--- config.mk ---
export PLATFORM = sky130hd
export DESIGN_NAME = match_ctrl
export DESIGN_NICKNAME = d
export VERILOG_FILES = /design/src/rtl/match_ctrl_pkg.sv /design/src/rtl/match_ctrl_snapshot.sv /design/src/rtl/match_ctrl.sv
export SDC_FILE = /design/constraint.sdc
export NUM_CORES = 1
export LEC_CHECK = 0
export CAP_MARGIN = 10
export CORE_MARGIN = 1.5
export CORE_UTILIZATION = 33
export DETAILED_ROUTE_END_ITERATION = 10
export DONT_BUFFER_PORTS = 1
export PLACE_DENSITY = 0.47
export SLEW_MARGIN = 25
export SYNTH_ARGS = -nofsm -noshare
export SYNTH_HDL_FRONTEND = slang
export SYNTH_HIERARCHICAL = 1
export SYNTH_SLANG_ARGS = --single-unit
--- constraint.sdc ---
create_clock -name clk -period 2.7 [get_ports clk]
set_input_delay 0.675 -clock clk [delete_from_list [all_inputs] [get_ports clk]]
set_output_delay 0.675 -clock clk [all_outputs]
set_load 0.02 [all_outputs]
--- src/rtl/match_ctrl_pkg.sv ---
// Shared match definitions: state and winner encodings, default widths.
package match_ctrl_pkg;

   localparam int unsigned SCORE_W = 4;
   localparam int unsigned POS_W   = 10;

   typedef enum logic [1:0] {
      ST_IDLE        = 2'd0,
      ST_PLAY        = 2'd1,
      ST_POINT_PAUSE = 2'd2,
      ST_MATCH_OVER  = 2'd3
   } match_state_e;

   typedef enum logic [1:0] {
      WIN_NONE = 2'd0,
      WIN_P1   = 2'd1,
      WIN_P2   = 2'd2
   } winner_e;

   function automatic logic is_player(input logic [1:0] w);
      return (w == WIN_P1) || (w == WIN_P2);
   endfunction

endpackage

--- src/rtl/match_ctrl_snapshot.sv ---
// frame_snapshot: captures six coordinates together on valid_i so consumers
// never see a torn frame; snap_valid_o pulses the cycle after capture.
module frame_snapshot #(
   parameter int unsigned POS_W = match_ctrl_pkg::POS_W
) (
   input  logic             clk,
   input  logic             rst,
   input  logic             valid_i,
   input  logic [POS_W-1:0] p1_x_i,
   input  logic [POS_W-1:0] p1_y_i,
   input  logic [POS_W-1:0] p2_x_i,
   input  logic [POS_W-1:0] p2_y_i,
   input  logic [POS_W-1:0] ball_x_i,
   input  logic [POS_W-1:0] ball_y_i,
   output logic [POS_W-1:0] p1_x_o,
   output logic [POS_W-1:0] p1_y_o,
   output logic [POS_W-1:0] p2_x_o,
   output logic [POS_W-1:0] p2_y_o,
   output logic [POS_W-1:0] ball_x_o,
   output logic [POS_W-1:0] ball_y_o,
   output logic             snap_valid_o
);

   logic [POS_W-1:0] p1_x_q, p1_y_q, p2_x_q, p2_y_q, ball_x_q, ball_y_q;
   logic             snap_valid_q;

   always_ff @(posedge clk or posedge rst) begin
      if (rst) begin
         p1_x_q       <= '0;
         p1_y_q       <= '0;
         p2_x_q       <= '0;
         p2_y_q       <= '0;
         ball_x_q     <= '0;
         ball_y_q     <= '0;
         snap_valid_q <= 1'b0;
      end else begin
         snap_valid_q <= valid_i;
         if (valid_i) begin
            p1_x_q   <= p1_x_i;
            p1_y_q   <= p1_y_i;
            p2_x_q   <= p2_x_i;
            p2_y_q   <= p2_y_i;
            ball_x_q <= ball_x_i;
            ball_y_q <= ball_y_i;
         end
      end
   end

   assign p1_x_o       = p1_x_q;
   assign p1_y_o       = p1_y_q;
   assign p2_x_o       = p2_x_q;
   assign p2_y_o       = p2_y_q;
   assign ball_x_o     = ball_x_q;
   assign ball_y_o     = ball_y_q;
   assign snap_valid_o = snap_valid_q;

endmodule

--- src/rtl/match_ctrl.sv ---
// match_ctrl: frame gating, scoring, point pause and match-over sequencing
// around the physics engine, plus a per-frame coordinate snapshot.
module match_ctrl
   import match_ctrl_pkg::*;
#(
   parameter int unsigned WIN_SCORE    = 7,
   parameter int unsigned PAUSE_FRAMES = 90,
   parameter int unsigned SCORE_W      = match_ctrl_pkg::SCORE_W,
   parameter int unsigned POS_W        = match_ctrl_pkg::POS_W
) (
   input  logic               clk,
   input  logic               rst,
   input  logic               frame_tick,
   input  logic               start_btn,
   output logic               phys_en,
   input  logic               phys_valid,
   input  logic               phys_game_over,
   input  logic [1:0]         phys_winner,
   input  logic [POS_W-1:0]   p1_x_in,
   input  logic [POS_W-1:0]   p1_y_in,
   input  logic [POS_W-1:0]   p2_x_in,
   input  logic [POS_W-1:0]   p2_y_in,
   input  logic [POS_W-1:0]   ball_x_in,
   input  logic [POS_W-1:0]   ball_y_in,
   output logic [POS_W-1:0]   p1_x,
   output logic [POS_W-1:0]   p1_y,
   output logic [POS_W-1:0]   p2_x,
   output logic [POS_W-1:0]   p2_y,
   output logic [POS_W-1:0]   ball_x,
   output logic [POS_W-1:0]   ball_y,
   output logic               snap_valid,
   output logic               ctrl_enable,
   output logic [SCORE_W-1:0] p1_score,
   output logic [SCORE_W-1:0] p2_score,
   output logic [1:0]         match_state,
   output logic [1:0]         match_winner
);

   localparam int unsigned CNT_W = (PAUSE_FRAMES < 2) ? 1 : $clog2(PAUSE_FRAMES + 1);
   localparam logic [SCORE_W-1:0] WIN_S      = SCORE_W'(WIN_SCORE);
   localparam logic [CNT_W-1:0]   PAUSE_LOAD = CNT_W'(PAUSE_FRAMES);

   match_state_e       state_q, state_d;
   logic [SCORE_W-1:0] p1_score_q, p1_score_d, p2_score_q, p2_score_d, new_score;
   logic [1:0]         winner_q, winner_d;
   logic [CNT_W-1:0]   pause_q, pause_d;
   logic               go_seen_q, start_q;
   logic               phys_en_q, phys_en_d, ctrl_en_q, ctrl_en_d;
   logic               start_rise, pt;

   assign start_rise = start_btn & ~start_q;
   // go_seen masks the game_over level that persists while the engine is gated
   assign pt = phys_valid & phys_game_over & ~go_seen_q & is_player(phys_winner);

   always_ff @(posedge clk or posedge rst) begin
      if (rst) begin
         state_q    <= ST_IDLE;
         p1_score_q <= '0;
         p2_score_q <= '0;
         winner_q   <= '0;
         pause_q    <= '0;
         go_seen_q  <= 1'b0;
         start_q    <= 1'b0;
         phys_en_q  <= 1'b0;
         ctrl_en_q  <= 1'b0;
      end else begin
         state_q    <= state_d;
         p1_score_q <= p1_score_d;
         p2_score_q <= p2_score_d;
         winner_q   <= winner_d;
         pause_q    <= pause_d;
         start_q    <= start_btn;
         phys_en_q  <= phys_en_d;
         ctrl_en_q  <= ctrl_en_d;
         if (phys_valid) go_seen_q <= phys_game_over;
      end
   end

   always_comb begin
      state_d    = state_q;
      p1_score_d = p1_score_q;
      p2_score_d = p2_score_q;
      winner_d   = winner_q;
      pause_d    = pause_q;
      new_score  = '0;
      case (state_q)
         ST_IDLE, ST_MATCH_OVER: begin
            if (start_rise) begin
               state_d    = ST_PLAY;
               p1_score_d = '0;
               p2_score_d = '0;
               winner_d   = WIN_NONE;
            end
         end
         ST_PLAY: begin
            if (pt) begin
               if (phys_winner == WIN_P1) begin
                  if (p1_score_q < WIN_S) p1_score_d = p1_score_q + 1'b1;
                  new_score = p1_score_d;
               end else begin
                  if (p2_score_q < WIN_S) p2_score_d = p2_score_q + 1'b1;
                  new_score = p2_score_d;
               end
               if (new_score == WIN_S) begin
                  state_d  = ST_MATCH_OVER;
                  winner_d = phys_winner;
               end else begin
                  state_d = ST_POINT_PAUSE;
                  pause_d = PAUSE_LOAD;
               end
            end
         end
         ST_POINT_PAUSE: begin
            // a count of 0 only occurs with PAUSE_FRAMES=0 and releases on the first tick
            if (frame_tick) begin
               if (pause_q != '0) pause_d = pause_q - 1'b1;
               if (pause_q <= CNT_W'(1)) state_d = ST_PLAY;
            end
         end
         default: ;
      endcase
   end

   always_comb begin
      phys_en_d = frame_tick & (state_q == ST_PLAY);
      ctrl_en_d = (state_d == ST_PLAY);
   end

   assign phys_en      = phys_en_q;
   assign ctrl_enable  = ctrl_en_q;
   assign p1_score     = p1_score_q;
   assign p2_score     = p2_score_q;
   assign match_state  = state_q;
   assign match_winner = winner_q;

   frame_snapshot #(.POS_W(POS_W)) u_snap (
      .clk          (clk),
      .rst          (rst),
      .valid_i      (phys_valid),
      .p1_x_i       (p1_x_in),
      .p1_y_i       (p1_y_in),
      .p2_x_i       (p2_x_in),
      .p2_y_i       (p2_y_in),
      .ball_x_i     (ball_x_in),
      .ball_y_i     (ball_y_in),
      .p1_x_o       (p1_x),
      .p1_y_o       (p1_y),
      .p2_x_o       (p2_x),
      .p2_y_o       (p2_y),
      .ball_x_o     (ball_x),
      .ball_y_o     (ball_y),
      .snap_valid_o (snap_valid)
   );

endmodule
== After elaboration in Yosys (flattened, before gate mapping) ==
Index checks and enable logic that the tools add are counted.

* Register bits after elaboration: 84
* Output and inout bits: 75

* Add/sub/neg operators: 3
* Order comparisons: 3
* Equality and inequality tests: 15
* Multiplexer cells: 27
* Bitwise operators: 7
* Reduce and logical (&&, ||, !) cells: 10

{| class="wikitable"
|+ Operator list
! cell !! number
|-
| $mux W4 || 10
|-
| $mux W7 || 4
|-
| $ne A2 B2 Y1 const B || 8
|-
| $pmux W4 S2 || 2
|-
| $mux W2 || 7
|-
| $pmux W7 S2 || 1
|-
| $reduce_and A4 Y1 || 3
|-
| $add A4 B1 Y4 const B || 2
|-
| $lt A4 B3 Y1 const B || 2
|-
| $le A7 B1 Y1 const B || 1
|-
| $reduce_bool A7 Y1 || 1
|-
| $sub A7 B1 Y7 const B || 1
|-
| $eq A2 B1 Y1 const B || 3
|-
| $eq A2 B2 Y1 const B || 3
|-
| $pmux W2 S3 || 1
|-
| $and A1 B1 Y1 || 5
|-
| $reduce_and A5 Y1 || 1
|-
| $eq A4 B3 Y1 const B || 1
|-
| $pmux W2 S2 || 1
|-
| $reduce_bool A2 Y1 || 2
|-
| $logic_not A2 Y1 || 1
|-
| $not A1 Y1 || 2
|-
| $reduce_or A2 Y1 || 1
|-
| $logic_or A1 B1 Y1 || 1
|-
| $mux W1 || 1
|}

== Depth between registers and ports, before layout ==
* Depth in word-level cells: 10
* Depth in mapped cells: 8
* Depth with buffers taken out: 7

== Modules after synthesis ==
The synthesis kept the hierarchy.

{| class="wikitable"
|+ Modules (own cells, without submodules)
! module !! times used !! cells each !! area each (µm²) !! seq. area each (µm²)
|-
| frame_snapshot || 1 || 129 || 2562.5 || 1526.5
|-
| match_ctrl || 1 || 172 || 1557.7 || 575.6
|}

== Worst setup path before layout ==
OpenSTA, ideal clock, no wires.

* Kind: register to register
* Start: reg p2_score_q[0], in the netlist p2_score[0]
* End: reg pause_q[4]
* Setup time: 130 ps
* Data arrival time: 1929 ps
* Required time: 2570 ps
* Path slack: 640 ps
* Stages on the path, launching flop included: 8
* Path buffers: 1
* Period minus slack after synthesis: 2060 ps
* Cell sequence: dfrtp_1 ha_1 o211a_1 nor3_1 o32ai_2 buf_6 nor4_1 o22ai_1

* Word-level cells in the longest chain between the ends: 8

{| class="wikitable"
|+ Ends and longest elaborated chain
! what !! RTL line !! text
|-
| start, declared || match_ctrl.sv:44 || <nowiki>logic [SCORE_W-1:0] p1_score_q, p1_score_d, p2_score_q, p2_score_d, new_score;</nowiki>
|-
| start signal, assigned || match_ctrl.sv:69 || <nowiki>p2_score_q <= p2_score_d;</nowiki>
|-
| $add A4 B1 Y4 / $lt A4 B3 Y1 (equally long branches) || match_ctrl.sv:101 || <nowiki>if (p2_score_q < WIN_S) p2_score_d = p2_score_q + 1'b1;</nowiki>
|-
| $mux W4 * || match_ctrl.sv:101 ||
|-
| $mux W4 * || match_ctrl.sv:97 || <nowiki>if (phys_winner == WIN_P1) begin</nowiki>
|-
| $mux W4 * || match_ctrl.sv:96 || <nowiki>if (pt) begin</nowiki>
|-
| $mux W4 * || match_ctrl.sv:86 || <nowiki>case (state_q)</nowiki>
|-
| $eq A4 B3 Y1 * || match_ctrl.sv:104 || <nowiki>if (new_score == WIN_S) begin</nowiki>
|-
| $ne A2 B2 Y1 (no line) * || n/a ||
|-
| $reduce_and A5 Y1 (no line) * || n/a ||
|-
| end signal, assigned || match_ctrl.sv:71 || <nowiki>pause_q <= pause_d;</nowiki>
|-
| end, declared || match_ctrl.sv:46 || <nowiki>logic [CNT_W-1:0] pause_q, pause_d;</nowiki>
|}

Mark *: on every way between the ends. The rest lies on a longest branch, timed or not. The select of a mux whose other input is x is not followed.
A chain may end at the register's enable or synchronous reset.

== Final worst setup path ==
* Start: reg p1_score_q[0], in the netlist p1_score[0]
* End: reg ctrl_en_q, in the netlist ctrl_enable

* Word-level cells in the longest chain between the ends: 10

{| class="wikitable"
|+ Ends and longest elaborated chain
! what !! RTL line !! text
|-
| start, declared || match_ctrl.sv:44 ||
|-
| start signal, assigned || match_ctrl.sv:68 || <nowiki>p1_score_q <= p1_score_d;</nowiki>
|-
| $add A4 B1 Y4 / $lt A4 B3 Y1 (equally long branches) || match_ctrl.sv:98 || <nowiki>if (p1_score_q < WIN_S) p1_score_d = p1_score_q + 1'b1;</nowiki>
|-
| $mux W4 * || match_ctrl.sv:98 ||
|-
| $mux W4 * || match_ctrl.sv:97 ||
|-
| $mux W4 * || match_ctrl.sv:96 ||
|-
| $mux W4 * || match_ctrl.sv:86 ||
|-
| $eq A4 B3 Y1 * || match_ctrl.sv:104 ||
|-
| $mux W1 * || match_ctrl.sv:104 ||
|-
| $mux W2 * || match_ctrl.sv:96 ||
|-
| $pmux W2 S3 * || match_ctrl.sv:86 ||
|-
| $eq A2 B1 Y1 * || match_ctrl.sv:126 || <nowiki>ctrl_en_d = (state_d == ST_PLAY);</nowiki>
|-
| named net ctrl_en_d || match_ctrl.sv:48 || <nowiki>logic phys_en_q, phys_en_d, ctrl_en_q, ctrl_en_d;</nowiki>
|-
| end signal, assigned || match_ctrl.sv:74 || <nowiki>ctrl_en_q <= ctrl_en_d;</nowiki>
|-
| end, declared || match_ctrl.sv:48 ||
|}

Mark *: on every way through the listed nets, which the timed path passes. The rest lies on a longest branch. The select of a mux whose other input is x is not followed.

==> results.py <==
metrics = {
    "floorplanning": {
        "die_w_um": 114.7,
        "fp.coreArea_um2": 12110,
        "fp.dieH_um": 114.7,
        "num_rows": 40,
        "ios": 143,
        "start_util_pct": 34.02,
        "dieArea_um2": 13170,
    },
    "flow_run": {
        "cap_violations": 0,
    },
    "clocking": {
        "clk_pin_slew_ns": 0.07,
        "cts.sinks": 84,
        "clock-root-buffer": "clkbuf_16",
        "post_cts_buffers": 0,
        "clk-insertion-delay-late_ns": 0.34,
        "ctsLongestPathBuffers": 2,
        "cts_resized": 0,
        "hold_buffers": 0,
        "numCtsBuffers": 9,
        "cts_tree": "yes",
        "htree_levels": 3,
    },
    "layout": {
        "stdcell_area_um2": 4503,
        "drive_gt1_share_pct": 29.03,
        "diodes": 0,
        "nNetsFinal": 380,
        "area_growth_pct": 9.292,
    },
    "placement": {
        "place_area_um2": 4225,
        "place.port_buffers": 0,
        "place_congestion": 0.8444,
        "dp_slack_ns": 0.2490,
        "hpwlAfterDp_um": 6010,
    },
    "detailed_routing": {
        "drc": 0,
        "viasPerCell": 5.096,
        "first_iter_violations": 194,
        "antenna_left": 0,
        "wirelength_um": 8725,
        "vias": 2436,
        "wl_per_cell_um": 18.25,
        "drtPass1Iterations": 4,
    },
    "global_routing": {
        "grt_overflow": 0,
        "grt.total_usage_pct": 13.08,
        "first_global_vias": 2399,
        "grt_max_degree": 65,
        "antenna_found_initial": 0,
        "grt_pass1_wl_um": 13050,
    },
    "critical_path": {
        "r2r_start": "p1_score[0]",
        "r2r_setup_slack_ns": 0.31,
        "crit_chain": "ha_1 -> o211a_1 -> nor3_1 -> o32ai_2 -> a311oi_1 -> a211oi_2",
        "start_kind": "flip-flop",
        "critPathKind": "flip-flop to flip-flop",
        "r2r_cells": 6,
        "arrival_ns": 2.59,
        "slowest_stage": "a311oi_1",
        "cpPeakStageDelay_ns": 0.55,
        "setup.worst_path.start": "p1_score[0]",
        "cp.required_ns": 2.90,
        "crit_path_end_kind": "flip-flop",
        "r2r_end": "ctrl_enable",
        "cp_max_fo": 7,
    },
    "timing": {
        "fmax_mhz": 418.3,
        "period_needed_ns": 2.391,
        "post-route-period-util_pct": 88.54,
        "slew_violations": 0,
        "slew_headroom_pct": 61.68,
        "tightest_slew_ns": 0.5724,
        "fin_worst_skew_ns": 0.003899,
        "rsz0062_at_grt": "false",
        "hold_viol_final": 0,
        "final.setup.tns_ns": 0,
        "setup_viol": 0,
        "fin_ws_ns": 0.3093,
    },
    "synth": {
        "yosysWarnings": 6,
        "synthArstFlopShare_pct": 100.0,
        "synth_seq_area_share_pct": 51.02,
        "syn_nets": 376,
        "ys_seq_elements": 84,
        "synth_cells": 301,
        "synth_ff_type": "dfrtp_1",
        "synth.distinct_cells": 56,
        "synth-edff-count": 0,
        "syn_avg_cell_area_um2": 13.69,
        "synthesis.area_um2": 4120,
    },
    "power_and_ir_drop": {
        "powerDensity_nw_per_um2": 857.7,
        "ir_worst_vdd_uv": 276.0,
        "p_leak_nw": 2.076,
    },
    "min_path": {
        "hold_class": "primary input to asynchronous set/reset pin",
    },
    "run_status": {
        "status": "finished, final reports clean",
    },
}
==> Yosys cell counts (5+ instances only) <==
cell type / count / area [um^2]
o211ai_1: 5 / 37.54
dfrtp_1: 84 / 2102
nor2_1: 11 / 41.29
a21oi_1: 11 / 55.05
mux2_4: 60 / 900.9
buf_12: 6 / 120.1
nand3_1: 7 / 35.03
inv_1: 17 / 63.81
ha_1: 7 / 87.58
nand2_1: 12 / 45.04
==> per-stage QoR <==
stage               cells  hold slack, ns  power (W)  util, %
global placement      462          0.5273   0.002742    34.89
CTS                   478          0.2703   0.003921    37.18
floorplan             301          0.4880   0.002531        -
global route          478          0.2711   0.004105    37.18
finish                478          0.2521   0.003863    37.18
detailed placement    462          0.5303   0.002742    34.89
==> cells in the final DEF, fill, tap and decap left out, drive strengths merged, types with 3 or more instances in the layout <==
cell | Yosys | final
mux2 | 61 | 61
a31oi | 3 | 3
inv | 17 | 19
nor2 | 11 | 11
o211ai | 6 | 6
o31ai | 3 | 3
o22ai | 4 | 4
nor3 | 5 | 5
clkinvlp | 0 | 3
o211a | 4 | 4
clkbuf | 3 | 10
nand4 | 3 | 3
a21oi | 11 | 11
buf | 10 | 6
nor4b | 5 | 5
mux2i | 3 | 3
o21ai | 4 | 4
a211oi | 3 | 3
nor4 | 3 | 3
nand2 | 12 | 12
ha | 7 | 7
nand2b | 4 | 4
dfrtp | 84 | 84
nand3 | 7 | 7
==> area by class of cell <==
cell class	count	area (um^2)
clock buffer	10	229.0
clock inverter	6	48.80
fill	1161	7609
inverter	17	63.81
multi-input combinational	187	1792
sequential	84	2102
tap	168	210.2
timing repair buffer	6	57.56
==> power by group <==
| part | internal (W) | switching [W] | leakage (nW) |
|---|---|---|---|
| Sequential | 0.00146 | 0.000392 | 1.00 |
| Clock | 0.000631 | 0.000515 | 0.126 |
| Combinational | 0.000401 | 0.000466 | 0.948 |
| Total | 0.00249 | 0.00137 | 2.08 |
==> flip-flops by register name, summed over array words and instances (netlist names), 2 cells and up <==
signal / count
u_snap/p1_x_o: 10
u_snap/p2_x_o: 10
p1_score: 4
p2_score: 4
match_state: 2
u_snap/ball_y_o: 10
u_snap/p2_y_o: 10
pause_q: 7
match_winner: 2
u_snap/ball_x_o: 10
u_snap/p1_y_o: 10
==> how the worst max path moves through the flow <==
stage / end / slack (ns) / depth (start not counted)
floorplan: u_snap/ball_x_o[0] / 0.51 / 1
global placement: ctrl_enable / 0.25 / 7
detailed placement: ctrl_enable / 0.25 / 7
CTS: ctrl_enable / 0.34 / 6
global route: pause_q[3] / 0.15 / 7
finish: ctrl_enable / 0.31 / 6
==> cells by family after synthesis <==
group                      count (synthesis)  synth area share, %
DFF                                       84                51.02
muxes                                     64                22.87
and+or+nand+nor                           62                8.624
AOI/OAI and AO/OA                         54                9.870
buffers and inverters                     30                5.496
adders and majority gates                  7                2.126
==> worst max-delay path, delay by kind of cell (launching register included) <==
kind	cells	cell delay [ns]
and+or+nand+nor	1	0.35
DFF	1	0.52
AOI/OAI and AO/OA	4	1.03
adders and majority gates	1	0.33
==> per-layer routing <==
metal | vias to the layer above | GRT usage [%] | wire (um)
met5 | - | 0 | 0
met4 | 0 | 7.819 | 204
met3 | 14 | 4.059 | 833
met2 | 124 | 20.20 | 3982
met1 | 1192 | 16.14 | 3704
li1 | 1106 | - | -
No activity file was read; power rests on OpenSTA's default activity.
